<file path="src/rtl/payload_class_engine.sv">
// Runtime-programmable literal/character-class matcher using a shift-and state vector.
// Optional per-position case folding is built when PAYLOAD_CLASS_NOCASE_EN is defined.
module payload_class_engine #(
  parameter int unsigned MAX_LEN  = 16,
  parameter bit          ANCHORED = 1'b0,
  parameter int unsigned OFF_W    = 16,
  parameter int unsigned CNT_W    = 8
) (
  input  logic                       clk,
  input  logic                       sod,
  input  logic                       en,
  input  logic [7:0]                 data_in,
  input  logic                       cfg_we,
  input  logic [$clog2(MAX_LEN)-1:0] cfg_addr,
  input  logic [7:0]                 cfg_lo,
  input  logic [7:0]                 cfg_hi,
  input  logic                       cfg_nocase,
  input  logic                       cfg_len_we,
  input  logic [$clog2(MAX_LEN):0]   cfg_len,
  output logic                       match,
  output logic                       match_pulse,
  output logic [OFF_W-1:0]           first_off,
  output logic [CNT_W-1:0]           match_cnt
);

  localparam int unsigned AW = $clog2(MAX_LEN);
  localparam int unsigned LW = AW + 1;
  localparam logic [LW-1:0] LEN_MAX = LW'(MAX_LEN);

  logic [7:0]         cls_lo [MAX_LEN];
  logic [7:0]         cls_hi [MAX_LEN];
  logic [LW-1:0]      len;
  logic [MAX_LEN-1:0] state;
  logic [OFF_W-1:0]   off;

  logic [7:0]         cmp_byte_c [MAX_LEN];
  logic [MAX_LEN-1:0] class_hit_c;
  logic [MAX_LEN-1:0] len_mask_c;
  logic [MAX_LEN-1:0] state_next_c;
  logic               start_c;
  logic               hit_c;

`ifdef PAYLOAD_CLASS_NOCASE_EN
  logic [MAX_LEN-1:0] nocase;
`else
  logic unused_nocase;
  assign unused_nocase = cfg_nocase;
`endif

  // Class table and length survive sod; only explicit writes change them.
  always_ff @(posedge clk) begin
    if (cfg_we && (32'(cfg_addr) < MAX_LEN)) begin
      cls_lo[cfg_addr] <= cfg_lo;
      cls_hi[cfg_addr] <= cfg_hi;
`ifdef PAYLOAD_CLASS_NOCASE_EN
      nocase[cfg_addr] <= cfg_nocase;
`endif
    end
    if (cfg_len_we) begin
      len <= (cfg_len > LEN_MAX) ? LEN_MAX : cfg_len;
    end
  end

  // Per-position class test, shift-and advance and hit detection at position len-1.
  always_comb begin
    class_hit_c  = '0;
    len_mask_c   = '0;
    state_next_c = '0;
    hit_c        = 1'b0;
    start_c      = ANCHORED ? (off == '0) : 1'b1;
    for (int i = 0; i < MAX_LEN; i++) begin
      cmp_byte_c[i] = data_in;
`ifdef PAYLOAD_CLASS_NOCASE_EN
      if (nocase[i] && (data_in >= 8'h41) && (data_in <= 8'h5A)) begin
        cmp_byte_c[i] = data_in | 8'h20;
      end
`endif
      class_hit_c[i] = (cmp_byte_c[i] >= cls_lo[i]) && (cmp_byte_c[i] <= cls_hi[i]);
      len_mask_c[i]  = LW'(i) < len;
    end
    state_next_c[0] = class_hit_c[0] & start_c & len_mask_c[0];
    for (int i = 1; i < MAX_LEN; i++) begin
      state_next_c[i] = state[i-1] & class_hit_c[i] & len_mask_c[i];
    end
    for (int i = 0; i < MAX_LEN; i++) begin
      if (LW'(i + 1) == len) begin
        hit_c = state_next_c[i];
      end
    end
  end

  // Match state, offset counter and result registers; all advance only on accepted bytes.
  always_ff @(posedge clk or posedge sod) begin
    if (sod) begin
      state       <= '0;
      off         <= '0;
      match       <= 1'b0;
      match_pulse <= 1'b0;
      first_off   <= '0;
      match_cnt   <= '0;
    end else begin
      match_pulse <= 1'b0;
      if (en) begin
        state       <= state_next_c;
        match_pulse <= hit_c;
        if (off != '1) begin
          off <= off + OFF_W'(1);
        end
        if (hit_c) begin
          match <= 1'b1;
          if (!match) begin
            first_off <= off;
          end
          if (match_cnt != '1) begin
            match_cnt <= match_cnt + CNT_W'(1);
          end
        end
      end
    end
  end

endmodule

</file>
<file path="config.mk">
export PLATFORM = sky130hd
export DESIGN_NAME = payload_class_engine
export DESIGN_NICKNAME = d
export VERILOG_FILES = /design/src/rtl/payload_class_engine.sv
export SDC_FILE = /design/constraint.sdc
export NUM_CORES = 1
export LEC_CHECK = 0
export BUFFER_PORTS_ARGS = -buffer_cell sky130_fd_sc_hd__clkbuf_2
export CORE_MARGIN = 2
export CORE_UTILIZATION = 39
export CTS_BUF_LIST = sky130_fd_sc_hd__clkbuf_4
export DETAILED_ROUTE_END_ITERATION = 16
export GPL_TIMING_DRIVEN = 0
export PLACE_DENSITY = 0.61
export REMOVE_ABC_BUFFERS = 1
export SLEW_MARGIN = 20
export SYNTH_ARGS = -nofsm -noshare
export SYNTH_HDL_FRONTEND = slang
export SYNTH_SLANG_ARGS = --single-unit
</file>
<file path="constraint.sdc">
create_clock -name clk -period 3.1 [get_ports clk]
set_clock_uncertainty 0.05 [all_clocks]
set_input_delay 0.465 -clock clk [delete_from_list [all_inputs] [get_ports clk]]
set_output_delay 0.465 -clock clk [all_outputs]
set_load 0.1 [all_outputs]
</file>
### Yosys cells after proc, flatten, opt, wreduce, memory -nomap -nowiden

Memories as Yosys holds them, arrays and structs flattened.
Cells that the tools add are included.

| word-level totals | value |
|---|---|
| bits in registers | 62 |
| memory bits (writable) | 256 |
| input bits | 39 |
| output and inout bits | 26 |
| word-level logic and storage cells | 149 |
| memories | 2 |

| cells by class | value |
|---|---|
| add/subtract/negate cells | 2 |
| order comparisons | 49 |
| equal/unequal tests | 18 |
| multiplexer cells | 19 |
| bitwise gates (word level) | 32 |
| reductions and logical operators | 20 |

Memories:

| name | words | bits a word | rd ports | clocked after Yosys merged registers in | wr ports | line | source |
|---|---|---|---|---|---|---|---|
| cls_hi | 16 | 8 | 16 | 0 | 1 | 31 | `logic [7:0] cls_hi [MAX_LEN];` |
| cls_lo | 16 | 8 | 16 | 0 | 1 | 30 | `logic [7:0] cls_lo [MAX_LEN];` |

Operator list:

| operator | count |
|---|---|
| >= comparator 8 bit | 16 |
| less-or-equal comparator 8 bit | 16 |
| equality test 4 x 5 -> 1 bit, first input constant | 8 |
| < comparator 4 x 5 -> 1 bit, first input constant | 8 |
| bitwise AND 1 bit | 31 |
| equality test 3 x 5 -> 1 bit, first input constant | 4 |
| < comparator 3 x 5 -> 1 bit, first input constant | 4 |
| two-way mux 1 bit | 19 |
| adder 16 x 1 -> 16 bit, second input constant | 1 |
| logical AND 1 bit | 16 |
| != test 16 bit, second input constant | 1 |
| equality test 2 x 5 -> 1 bit, first input constant | 2 |
| < comparator 1 x 5 -> 1 bit, first input constant | 2 |
| < comparator 2 x 5 -> 1 bit, first input constant | 2 |
| adder 8 x 1 -> 8 bit, second input constant | 1 |
| != test 8 bit, second input constant | 1 |
| AND reduction 3 bit | 2 |
| equality test 1 x 5 -> 1 bit, first input constant | 1 |
| equality test 5 bit, first input constant | 1 |
| > comparator 5 bit, second input constant | 1 |
| AND reduction 2 bit | 2 |
| NOT 1 bit | 1 |

### Depth between registers and ports, before layout

Gate-level depths: netlist (run 1).
An unclocked memory read counts as a cell.

| depth | value |
|---|---|
| depth in word-level cells | 21 |
| depth in mapped cells | 14 |
| depth with buffers taken out | 12 |

### Worst setup path after synthesis (run 1)

No wires, ideal clock.

| timing | value |
|---|---|
| path kind | input to register |
| start point | input port data_in[0] |
| end point | register first_off[10] |
| library setup time | 0.126 ns |
| arrival time | 3.454 ns |
| required time | 2.924 ns |
| path slack | -0.531 ns |
| stages | 14 |
| path buffers | 2 |
| cells stage by stage | inv_1 ha_1 nor2b_1 o211ai_1 a21oi_1 a2111oi_0 nor2_1 nor3b_1 a21oi_1 a221oi_4 o21ba_1 buf_6 buf_12 mux2_4 |

| on the way | value |
|---|---|
| cells in the longest elaborated chain, start to end | 20 |
| elaborated cells between the ends (all ways) | 96 |
| classes of those cells | order compare (32); mux (16); bitwise (31); reduce/logical (17) |

RTL lines:

| what | line | source |
|---|---|---|
| from (decl) | 12 | `input logic [7:0] data_in,` |
| >= comparator 8 bit / less-or-equal comparator 8 bit (equally long branches) | 78 | `class_hit_c[i] = (cmp_byte_c[i] >= cls_lo[i]) && (cmp_byte_c[i] <= cls_hi[i]);` |
| logical AND 1 bit | 78 |  |
| bitwise AND 1 bit (on tied branches) | 81, 83 |  |
| two-way mux 1 bit / bitwise AND 1 bit (equally long branches) | 86, 83 |  |
| two-way mux 1 bit (14 in a row) | 86 | `if (LW'(i + 1) == len) begin` |
| two-way mux 1 bit (*) | 86 |  |
| AND reduction 3 bit (no source line) (*) | -- |  |
| to (signal assigned) | 99 | `first_off <= '0;` |
| to (signal assigned) | 112 | `first_off <= off;` |
| to (decl) | 22 | `output logic [OFF_W-1:0] first_off,` |

Mark *: on every way between the ends. The rest lies on a longest branch, timed or not.
A chain may end at the register's enable or synchronous reset.

==> summary.txt, run 1 <==
Power and ir drop
  – Cell leakage power: 8.65 nW
  – Peak ir drop on the vdd network: approximately 0.28 mV
  – Overall power of the completed layout: a little over 10 mW
  – Total power per unit cell area: roughly 510 nW/um^2

Worst setup path
  – CP delay by family, top: compound AO/OA/AOI/OAI gates
  – Crit path arrival time: ~3.9 ns
  – Critical path buffers and inverters: 2
  – Critical Path Source Type: flip-flop
  – Worst path required time: 3.68 ns
  – Number of cell instances on the worst register-to-register path: 13
  – Capture point of the worst reg-to-reg path: first_off[13]
  – Launch instance of the worst register-to-register path: cls_hi[2][5]
  – Register-to-register setup slack: -0.20 ns
  – Endpoint type of the worst setup path: flip-flop
  – Cell type of the slowest stage on the worst timing path: a221oi_4
  – Slowest cell delay on critical path: about 0.41 ns
  – Startpoint-to-endpoint class of the critical path: reg -> reg
  – Max FO, Critical Path: 6
  – Crit path cell chain: inv_2 > ha_4 > a211o_1 > a211oi_2 > a31oi_1 > a32oi_2 > nand2_1 > a21oi_2 > o22ai_2 > a221oi_4 > o21ba_4 > clkbuf_16 > mux2_4

Layout
  – Register Area: approximately 9000 um^2
  – Proportion of layout cells with a drive suffix above 1: between 15 and 20%
  – Signed area change from the synthesized netlist to the final layout: 15.7%
  – Number of nets in the layout: 1,858
  – Total area of multi-input combinational cells: 6870 um^2
  – Final Core Density: 45.6%
  – Number of fillers in the final layout: 3,980

Timing
  – Setup slack after layout: -0.202 ns
  – Rel. slew slack: 40.5%
  – Period minus WS final: ~3.3 ns
  – Final worst path period share: 107%
  – Maximum achievable frequency: roughly 300 MHz
  – Slew at the pin with the worst max-slew slack: around 0.87 ns
  – Final Setup Violations: 22
  – Final Hold Viols: 0
  – Setup repair after global routing missed its margin: yes
  – Final Max Tran Viols: 0

Placed design
  – Count of input and output buffers: 63
  – Post-Place Worst Slack: -2.41 ns
  – Post-detailed-placement half-perimeter wirelength: between 20,000 and 25,000 um
  – Gp weighted congestion: around 0.84

Global route
  – Largest net degree at the start of global routing: 45
  – First-pass GRT wire length: 61,200 um
  – Initial antenna violation count: 2
  – Overall Global Routing Usage: 18.3%
  – Global route total overflow: 0
  – Vias in the first global route: 11,300

Routing
  – DR vias: between 10,000 and 15,000
  – Met2 routed wirelength: 18,700 um
  – Routed length per placed instance: roughly 18 um
  – Routed length on met3: 2090 um
  – Final wirelength: about 40,000 um
  – ANT nets after route: 0
  – Uppermost routed layer: met4
  – Routed metal-1 wirelength: around 18,000 um
  – Initial detailed-routing violation count: 603
  – Via count normalized by instance count: ~5
  – Number of DRC violations after detailed routing: 0
  – Number of iterations in the first detailed-routing pass: 5

Yosys
  – Leading area contributor after synthesis: edfxtp_1
  – Number of standard cells after synthesis: between 1,000 and 1,500
  – Count of flip-flops with a built-in enable after synthesis: 261
  – Leading cell type by number of instances after synthesis: edfxtp_1
  – Most frequently used flop master after synthesis: edfxtp_1
  – Netlist area before placement: approximately 17,000 um^2
  – Warnings, synthesis: 0
  – Synth area leaders: edfxtp_1 (46%), ha_1 (19%), dfrtp_1 (8.4%)
  – Share of flip-flops with an asynchronous set or reset after synthesis: ~18%
  – Post-Synthesis Mean Instance Area: about 12 um^2
  – Number of distinct standard cells referenced by the synthesized netlist: 64
  – Sequential fraction of the synthesis area: ~55%
  – FF+latch count, synth: between 300 and 400
  – Most numerous cell types in the synthesized netlist: edfxtp_1 (261), ha_1 (258), inv_1 (248)
  – Synth top area share: a little under half

Floorplanning
  – Starting density of the core: 39.4%
  – Number of top-level pins: 65
  – Placeable core region: ~43,000 um^2
  – Die Footprint: 45,100 um^2
  – Vert. Die Dim: between 200 and 250 um
  – Horizontal die dimension: approximately 210 um
  – Std cell rows: 76

Clock network
  – CTS tree: yes
  – Clock latency at the later pin of the worst-skew pair: 0.82 ns
  – Root buffer cell: clkbuf_4
  – Number of clock buffers inserted by TritonCTS: 86
  – Clock Sinks: 318
  – Post-CTS clock slew at the launch and capture registers of the worst setup and hold paths: 0.07 ns
  – Clk buf depth: 3
  – Total number of H-tree levels: 3

Hold path
  – Type of the tightest min-delay check: in -> async

Flow run
  – Count of max-cap constraint violations: 0

Run status
  – Outcome: complete, but fails checks
  – Violations in the final reports: setup timing
## cell usage in the layout, fill, tap and decap left out, drive strengths merged, types with 7 or more instances in the layout
cell type / instances
inv: 251
nor3: 14
xnor2: 19
clkbuf: 192
clkinv: 21
o21a: 8
o211ai: 12
a211oi: 8
edfxtp: 261
nor2b: 22
a21oi: 84
o21ai: 64
o2111ai: 8
buf: 23
and3: 7
nand3: 36
a2111oi: 10
dlygate4sd3: 7
nor2: 39
nand2: 71
nand2b: 13
nand4: 28
mux2: 21
ha: 258
dfrtp: 57
a21o: 18
## worst max path at each step
stage                       from            end  slack [ns]  cells after the start
finish              cls_hi[2][5]  first_off[13]       -0.20                     13
global route        cls_hi[2][5]  first_off[13]       -0.35                     13
CTS                 cls_hi[2][5]  first_off[15]       -0.16                     13
detailed placement    data_in[1]  first_off[13]       -2.41                     12
global placement      data_in[0]   first_off[2]       -2.85                     13
floorplan             data_in[0]   first_off[0]       -0.84                     12
## cells by family after synthesis
group | count (synthesis) | share of synthesized area, %
XOR/XNOR | 21 | 1.09
AO/OA/AOI/OAI | 252 | 9.43
multiplexers | 21 | 1.62
flip-flops | 318 | 54.7
buffers and inverters | 260 | 6.17
AND/OR/NAND/NOR | 260 | 7.88
adder cells (fa/ha/maj) | 258 | 19.1
## metal layers
metal	vias to the layer above	track usage, %
li1	5438	-
met1	5411	23.2
met2	215	30.2
met3	81	3.94
met4	0	7.81
met5	-	0
## where the power goes
group          internal (mW)  switching, mW
clock                   1.97           1.75
sequential              4.80          0.124
combinational          0.429           1.00
total                   7.20           2.87
## stage by stage
stage | hold slack [ns] | cells | TNS, ns | instance area (um^2)
final | 0.114 | 2212 | -3.34 | 19600
after global routing | 0.0840 | 2211 | -7.02 | 19600
after CTS | 0.0451 | 2210 | -2.34 | 19500
after detailed placement | 0.346 | 2035 | -54.28 | 18100
after global placement | 0.420 | 2027 | -74.48 | 17900
after floorplan | 0.396 | 1379 | -14.50 | 16800
## sequential cells by signal, summed over array words and instances (netlist names)
name and count:
first_off 16, cls_lo 128, state 15, len 5, match 1, match_cnt 8, match_pulse 1, off 16
cls_hi 128
## worst reg2reg max path, cell delays in order (launching register included)
cell and delay (ns):
edfxtp_1 0.38, inv_2 0.08, ha_4 0.19, a211o_1 0.29
a211oi_2 0.21, a31oi_1 0.08, a32oi_2 0.32, nand2_1 0.12
a21oi_2 0.17, o22ai_2 0.11, a221oi_4 0.41, o21ba_4 0.26
clkbuf_16 0.17, mux2_4 0.30
## timing repair
item | 4_1_cts | 5_1_grt
setup endpoints to repair | 26 | 26
endpoints found under the hold margin | 67 | 0
pin swaps | 20 | 15
hold buffers | 7 | 0
cloned | 0 | 1
setup buffers | 17 | 0
gates resized for setup | 33 | 15
## final cells by class
cell class                 instances  share of cell area, %
antenna                            2                 0.0255
clock buffer                     128                   4.91
clock inverter                    24                  0.658
inverter                         249                   4.78
multi-input combinational        812                   35.1
sequential                       318                   47.3
tap                              585                   3.74
timing repair buffer              94                   3.52
Power figures use the tool's default switching activity.
==> run 2, diff against run 1 <==
ABC_AREA = 1   (was not set)
PLACE_DENSITY = 0.6   (was 0.61)
SETUP_SLACK_MARGIN = 0.15   (was not set)
==> summary.txt, run 2 <==
Worst setup path
  – Critical Path Most Common Cell: nand2_1
  – Register-to-register setup slack: 0.36 ns (was -0.20 ns)
  – Max FO, Critical Path: 16 (was 6)
  – Number of cell instances on the worst register-to-register path: 21 (was 13)
  – Endpoint type of the worst setup path: flip-flop (unchanged)
  – Critical path buffers and inverters: 4 (was 2)
  – Startpoint-to-endpoint class of the critical path: reg -> reg (unchanged)
  – Slowest cell delay on critical path: 0.32 ns (was 0.41 ns)
  – Worst path required time: 3.73 ns (was 3.68 ns)
  – Critical Path Source Type: flip-flop (unchanged)
  – Cell type of the slowest stage on the worst timing path: edfxtp_1 (was a221oi_4)
  – CP delay by family, top: simple AND/OR/NAND/NOR gates (was compound AO/OA/AOI/OAI gates)
  – Number of cells on the critical path: 21 (was 13)
  – Crit path cell chain: inv_1 > ha_1 > inv_1 > o21bai_1 > nand2_1 > nand2_1 > nand2_1 > nand2_1 > nand2_1 > nand3_1 > nand3_1 > o21bai_1 > nand4_1 > nand2_1 > nand4_1 > nor2_2 > nand4_4 > buf_12 > buf_4 > nand4_1 > nand2_1 (was inv_2 > ha_4 > a211o_1 > a211oi_2 > a31oi_1 > a32oi_2 > nand2_1 > a21oi_2 > o22ai_2 > a221oi_4 > o21ba_4 > clkbuf_16 > mux2_4)
  – Crit path arrival time: 3.38 ns (was 3.89 ns)

Yosys
  – Count of flip-flops with a built-in enable after synthesis: 261 (unchanged)
  – Most numerous cell types in the synthesized netlist: inv_1 (343), edfxtp_1 (261), nand2_1 (261) (was edfxtp_1 (261), ha_1 (258), inv_1 (248))
  – Netlist area before placement: 17,300 um^2 (was 16,900 um^2)
  – Synth area leaders: edfxtp_1 (45%), ha_1 (19%), dfrtp_1 (8.3%) (was edfxtp_1 (46%), ha_1 (19%), dfrtp_1 (8.4%))
  – Leading cell type by number of instances after synthesis: inv_1 (was edfxtp_1)
  – Sequential fraction of the synthesis area: 53.7% (was 54.7%)
  – Number of standard cells after synthesis: 1,633 (was 1,390)
  – Leading area contributor after synthesis: edfxtp_1 (unchanged)
  – Warnings, synthesis: 0 (unchanged)
  – Number of distinct standard cells referenced by the synthesized netlist: 40 (was 64)
  – FF+latch count, synth: 318 (unchanged)
  – Share of flip-flops with an asynchronous set or reset after synthesis: 17.9% (unchanged)
  – Most frequently used flop master after synthesis: edfxtp_1 (unchanged)
  – Post-Synthesis Mean Instance Area: 10.6 um^2 (was 12.2 um^2)
  – Synth top area share: 45.4% (was 46.3%)

Timing
  – Final worst path period share: 88.4% (was 107%)
  – Rel. slew slack: 34.9% (was 40.5%)
  – Final Hold Viols: 0 (unchanged)
  – Setup repair after global routing missed its margin: yes (unchanged)
  – Maximum achievable frequency: 365 MHz (was 303 MHz)
  – Final Setup Violations: 0 (was 22)
  – Final Max Tran Viols: 0 (unchanged)
  – Period minus WS final: 2.74 ns (was 3.30 ns)
  – Slew at the pin with the worst max-slew slack: 0.973 ns (was 0.869 ns)

Flow run
  – Count of max-cap constraint violations: 0 (unchanged)

Global route
  – First-pass GRT wire length: 62,400 um (was 61,200 um)
  – Global-route track usage on met2: 30.9% (was 30.2%)
  – GRT Max-Usage Layer: met2 (unchanged)
  – Initial antenna violation count: 2 (unchanged)
  – Largest net degree at the start of global routing: 43 (was 45)
  – Global route total overflow: 0 (unchanged)
  – Vias in the first global route: 11,800 (was 11,300)
  – Met3 layer usage reported by global route: 3.39% (was 3.94%)
  – Grt met1 use: 21.6% (was 23.2%)
  – Overall Global Routing Usage: 17.8% (was 18.3%)

Power and ir drop
  – Cell leakage power: 9.34 nW (was 8.65 nW)
  – Overall power of the completed layout: 9.84 mW (was 10.1 mW)
  – Total power per unit cell area: 497 nW/um^2 (was 514 nW/um^2)
  – Peak ir drop on the vdd network: 0.380 mV (was 0.279 mV)

Routing
  – Via count normalized by instance count: 4.85 (was 5.04)
  – Final wirelength: 39,700 um (was 39,800 um)
  – ANT nets after route: 0 (unchanged)
  – Routed length per placed instance: 16.1 um (was 18.0 um)
  – Number of iterations in the first detailed-routing pass: 5 (unchanged)
  – Number of DRC violations after detailed routing: 0 (unchanged)
  – Initial detailed-routing violation count: 572 (was 603)
  – DR vias: 11,900 (was 11,100)

Layout
  – Top Registers: cls_hi (128), cls_lo (128) (unchanged)
  – Proportion of layout cells with a drive suffix above 1: 14.2% (was 18.3%)
  – Number of nets in the layout: 2,100 (was 1,858)
  – Commonest non-fill, non-tap cell in the layout: inv_1 (was edfxtp_1)
  – Signed area change from the synthesized netlist to the final layout: 14.6% (was 15.7%)
  – Commonest cells after routing, fill and taps aside: inv_1 (341), nand2_1 (261), edfxtp_1 (261) (was edfxtp_1 (261), ha_1 (255), inv_1 (243))
  – Area of all placed cells without fillers: 19,800 um^2 (was 19,600 um^2)

Clock network
  – Clock latency at the later pin of the worst-skew pair: 0.80 ns (was 0.82 ns)
  – CTS tree: yes (unchanged)
  – Post-CTS clock slew at the launch and capture registers of the worst setup and hold paths: 0.08 ns (was 0.07 ns)
  – Clock Sinks: 318 (unchanged)
  – Root buffer cell: clkbuf_4 (unchanged)
  – Clk buf depth: 3 (unchanged)
  – Total number of H-tree levels: 3 (unchanged)
  – Number of clock buffers inserted by TritonCTS: 87 (was 86)

Placed design
  – Post-detailed-placement half-perimeter wirelength: 25,000 um (was 24,800 um)
  – Cell Area, Placed: 18,500 um^2 (was 18,100 um^2)
  – Gp weighted congestion: 0.854 (was 0.845)
  – Count of input and output buffers: 63 (unchanged)

Floorplanning
  – Number of top-level pins: 65 (unchanged)
  – Die Footprint: 46,000 um^2 (was 45,100 um^2)
  – Starting density of the core: 39.3% (was 39.4%)
  – Placeable core region: 43,900 um^2 (was 43,000 um^2)
  – Std cell rows: 77 (was 76)
  – Vert. Die Dim: 214 um (was 212 um)
  – Horizontal die dimension: 214 um (was 212 um)

Hold path
  – Type of the tightest min-delay check: in -> async (unchanged)

Run status
  – Outcome: complete, no violations (was complete, but fails checks)
==> run 2: layout make-up <==
class                           count  area [um^2]
Multi-Input combinational cell    963         6750
Tap cell                          592          741
Clock buffer                      127          953
Fill cell                        4209        24200
Timing Repair Buffer               88          628
Antenna cell                        2         5.00
Sequential cell                   318         9260
Clock inverter                     28          145
Inverter                          345         1300
==> run 2: worst paths after layout <==
path / startpoint / to
setup / recovery: cls_hi[0][1] / match_cnt[7]
hold / removal: sod / state[8]
setup reg to reg: cls_hi[0][1] / match_cnt[7]
hold reg to reg: first_off[3] / first_off[3]
max in group asynchronous: sod / match_cnt[0]
min in group clk: cfg_lo[7] / cls_lo[7][7]
==> run 2: stage by stage <==
step / instances / setup WS (ns) / utilization (%) / TNS, ns / hold WS (ns)
final: 2463 / 0.359 / 45.0 / 0 / 0.105
after global routing: 2463 / 0.143 / 45.0 / 0 / 0.0750
after CTS: 2457 / 0.310 / 44.9 / 0 / 0.0349
after detailed placement: 2292 / -0.726 / 42.1 / -17.14 / 0.382
after global placement: 2280 / -1.53 / 41.6 / -39.44 / 0.408
after floorplan: 1625 / 0.00456 / - / 0 / 0.392
==> run 2: repair_timing <==
item,CTS,global route
cloned,1,0
setup endpoints to repair,24,24
pin swaps,1,2
resized for setup,3,4
buffers inserted,2,4
endpoints found under the hold margin,67,0
hold buffers,7,0
==> run 2: worst register-to-register path, stage by stage, from the launching register on <==
cell      delay, ns
edfxtp_1       0.32
inv_1          0.04
ha_1           0.29
inv_1          0.05
o21bai_1       0.12
nand2_1        0.06
nand2_1        0.06
nand2_1        0.05
nand2_1        0.05
nand2_1        0.11
nand3_1        0.11
nand3_1        0.13
o21bai_1       0.17
nand4_1        0.10
nand2_1        0.12
nand4_1        0.12
nor2_2         0.14
nand4_4        0.09
buf_12         0.17
buf_4          0.17
nand4_1        0.06
nand2_1        0.07
==> run 2: cell families after synthesis <==
kind of cell	Yosys count	share of synthesized area, %
simple gates	482	11.9
flops	318	53.7
buf+inv	353	7.79
xor+xnor	19	0.964
fa+ha+maj	258	18.7
compound gates	203	6.93
==> run 2: report_power, final <==
group,switching [mW],internal [mW]
Combinational,0.866,0.353
Clock,1.78,1.96
Sequential,0.0913,4.78
==> run 2: per-layer routing <==
metal,vias to the layer above,wire length (um)
met5,-,0
li1,5934,-
met3,85,1710
met1,5651,17400
met4,0,1060
met2,271,19500
==> run 3, diff against run 2 <==
CELL_PAD_IN_SITES_DETAIL_PLACEMENT = 0   (was not set)
CELL_PAD_IN_SITES_GLOBAL_PLACEMENT = 1   (was not set)
PLACE_DENSITY = 0.72   (was 0.6)
==> summary.txt, run 3 (same netlist as run 2, synthesis figures left out) <==
Run status
  – Outcome: complete, no violations (unchanged)

Power and ir drop
  – Switching power total: 2.69 mW (was 2.74 mW)
  – Part of the power in combinational logic: 12.5% (was 12.4%)
  – Cell leakage power: 9.33 nW (was 9.34 nW)
  – Internal Pwr Total: 7.15 mW (was 7.10 mW)
  – Flop pwr share: 49.6% (was 49.5%)
  – Clock share of power: 37.9% (was 38.1%)
  – Total power per unit cell area: 498 nW/um^2 (was 497 nW/um^2)
  – Peak ir drop on the vdd network: 0.216 mV (was 0.380 mV)
  – Proportion of total power due to net switching: 27.3% (was 27.9%)

Clock network
  – Clock Sinks: 318 (unchanged)
  – Total number of H-tree levels: 3 (unchanged)
  – CTS tree: yes (unchanged)
  – Root buffer cell: clkbuf_4 (unchanged)
  – Post-CTS clock slew at the launch and capture registers of the worst setup and hold paths: 0.07 ns (was 0.08 ns)
  – Clk buf depth: 3 (unchanged)
  – Number of clock buffers inserted by TritonCTS: 84 (was 87)
  – Clock latency at the later pin of the worst-skew pair: 0.79 ns (was 0.80 ns)

Global route
  – Global route total overflow: 0 (unchanged)
  – First-pass GRT wire length: 62,600 um (was 62,400 um)
  – Vias in the first global route: 11,700 (was 11,800)
  – Overall Global Routing Usage: 17.9% (was 17.8%)
  – Largest net degree at the start of global routing: 54 (was 43)
  – Initial antenna violation count: 3 (was 2)

Worst setup path
  – Endpoint type of the worst setup path: flip-flop (unchanged)
  – Number of cell instances on the worst register-to-register path: 18 (was 21)
  – Launch point of the critical path: cls_hi[5][7] (was cls_hi[0][1])
  – Worst path required time: 3.68 ns (was 3.73 ns)
  – Register-to-register setup slack: 0.36 ns (about the same)
  – Capture point of the worst reg-to-reg path: first_off[14] (was match_cnt[7])
  – Setup crit end: first_off[14] (was match_cnt[7])
  – Crit path arrival time: 3.32 ns (was 3.38 ns)
  – Launch instance of the worst register-to-register path: cls_hi[5][7] (was cls_hi[0][1])
  – Critical Path Source Type: flip-flop (unchanged)
  – Startpoint-to-endpoint class of the critical path: reg -> reg (unchanged)
  – Max FO, Critical Path: 14 (was 16)

Layout
  – Commonest cells after routing, fill and taps aside: inv_1 (341), edfxtp_1 (261), nand2_1 (260) (was inv_1 (341), nand2_1 (261), edfxtp_1 (261))
  – Proportion of layout cells with a drive suffix above 1: 14.4% (was 14.2%)
  – Number of nets in the layout: 2,092 (was 2,100)
  – Signed area change from the synthesized netlist to the final layout: 14.6% (about the same)
  – Top Registers: cls_hi (128), cls_lo (128) (unchanged)
  – Post-route non-filler standard cell count: 2,451 (was 2,463)
  – Commonest non-fill, non-tap cell in the layout: inv_1 (unchanged)

Routing
  – ANT nets after route: 0 (unchanged)
  – Routed length per placed instance: 16.4 um (was 16.1 um)
  – Initial detailed-routing violation count: 561 (was 572)
  – Final wirelength: 40,300 um (was 39,700 um)
  – DR vias: 11,800 (was 11,900)
  – Number of iterations in the first detailed-routing pass: 7 (was 5)
  – Via count normalized by instance count: 4.82 (was 4.85)
  – Number of DRC violations after detailed routing: 0 (unchanged)

Floorplanning
  – Placeable core region: 43,900 um^2 (unchanged)
  – Starting density of the core: 39.3% (unchanged)
  – Vert. Die Dim: 214 um (unchanged)
  – Die Footprint: 46,000 um^2 (unchanged)
  – Horizontal die dimension: 214 um (unchanged)
  – Number of top-level pins: 65 (unchanged)
  – Std cell rows: 77 (unchanged)

Flow run
  – Count of max-cap constraint violations: 0 (unchanged)

Timing
  – Final Hold Viols: 0 (unchanged)
  – Slew at the pin with the worst max-slew slack: 0.938 ns (was 0.973 ns)
  – Final Max Tran Viols: 0 (unchanged)
  – Final Setup Violations: 0 (unchanged)
  – Setup repair after global routing missed its margin: no (was yes)
  – Maximum achievable frequency: 365 MHz (about the same)
  – Setup TNS: 0 ns (unchanged)
  – Rel. slew slack: 37.2% (was 34.9%)
  – Final worst path period share: 88.3% (was 88.4%)
  – Period minus WS final: 2.74 ns (about the same)

Hold path
  – Type of the tightest min-delay check: in -> reg (was in -> async)

Placed design
  – Gp weighted congestion: 0.803 (was 0.854)
  – Post-detailed-placement half-perimeter wirelength: 25,800 um (was 25,000 um)
  – Count of input and output buffers: 63 (unchanged)
  – Number of placed instances with taps included: 2,288 (was 2,292)
==> run 3: area by class of cell <==
| type | count | area [um^2] |
|---|---|---|
| timing repair buffer | 83 | 594 |
| inverter | 345 | 1300 |
| clock inverter | 16 | 92.6 |
| clock buffer | 133 | 998 |
| fill | 4239 | 24200 |
| tap | 592 | 741 |
| antenna | 1 | 2.50 |
| multi-input combinational | 963 | 6790 |
| sequential | 318 | 9260 |
==> run 3: per-layer routing <==
metal	vias to the layer above	part of all wire (%)	GRT usage [%]
met4	4	2.1	6.62
met1	5625	46	23.2
met2	212	47	30.0
met3	64	4.4	3.52
li1	5920	-	-
met5	-	0.067	0
==> run 3: what timing repair did <==
item,in CTS,in global routing
gates resized for setup,3,12
pin swaps,1,2
hold buffers,8,0
setup buffers,2,2
cloned,1,0
setup endpoints to repair,24,26
endpoints found under the hold margin,67,0
==> run 3: worst min path at each step <==
stage	endpoint	cells past startpoint	start
4_1_cts	cls_lo[14][7]	1	cfg_lo[7]
3_3_place_gp	off[14]	1	off[14]
5_1_grt	cls_lo[8][6]	1	cfg_lo[6]
2_1_floorplan	off[14]	1	off[14]
6_report	cls_lo[14][7]	1	cfg_lo[7]
3_5_place_dp	match_cnt[5]	2	sod
==> run 3: power by group through the flow <==
stage               sequential, mW  combinational [mW]  clock, mW
floorplan                     5.13               0.592          0
detailed placement            4.97                1.21          0
CTS                           4.88                1.24       3.87
finish                        4.88                1.23       3.73
global route                  4.89                1.39       4.09
global placement              4.97                1.15          0
==> run 3: worst max-delay path, stage by stage (launching register included) <==
cell	delay, ns
edfxtp_1	0.32
inv_1	0.04
ha_1	0.28
nand2_1	0.05
inv_1	0.06
nand3_1	0.06
inv_1	0.07
nand3_1	0.06
o21ai_0	0.47
nand4_1	0.18
nand4_1	0.12
nand2_1	0.09
nand4_1	0.10
nor2_2	0.06
nand4_4	0.07
buf_12	0.18
nand2_8	0.11
nand2_1	0.14
o21ai_2	0.06
==> run 3: metrics by stage <==
| stage | setup slack (ns) | util [%] | power [mW] | hold WS [ns] | cell area, um^2 |
|---|---|---|---|---|---|
| 4_1_cts | 0.192 | 44.8 | 9.99 | 0.133 | 19700 |
| 5_1_grt | 0.163 | 45.0 | 10.4 | 0.176 | 19800 |
| 6_report | 0.363 | 45.0 | 9.84 | 0.170 | 19800 |
| 3_5_place_dp | -0.737 | 42.0 | 6.18 | 0.290 | 18500 |
| 3_3_place_gp | -1.62 | 41.6 | 6.12 | 0.405 | 18300 |
| 2_1_floorplan | 0.00456 | - | 5.73 | 0.392 | 17200 |
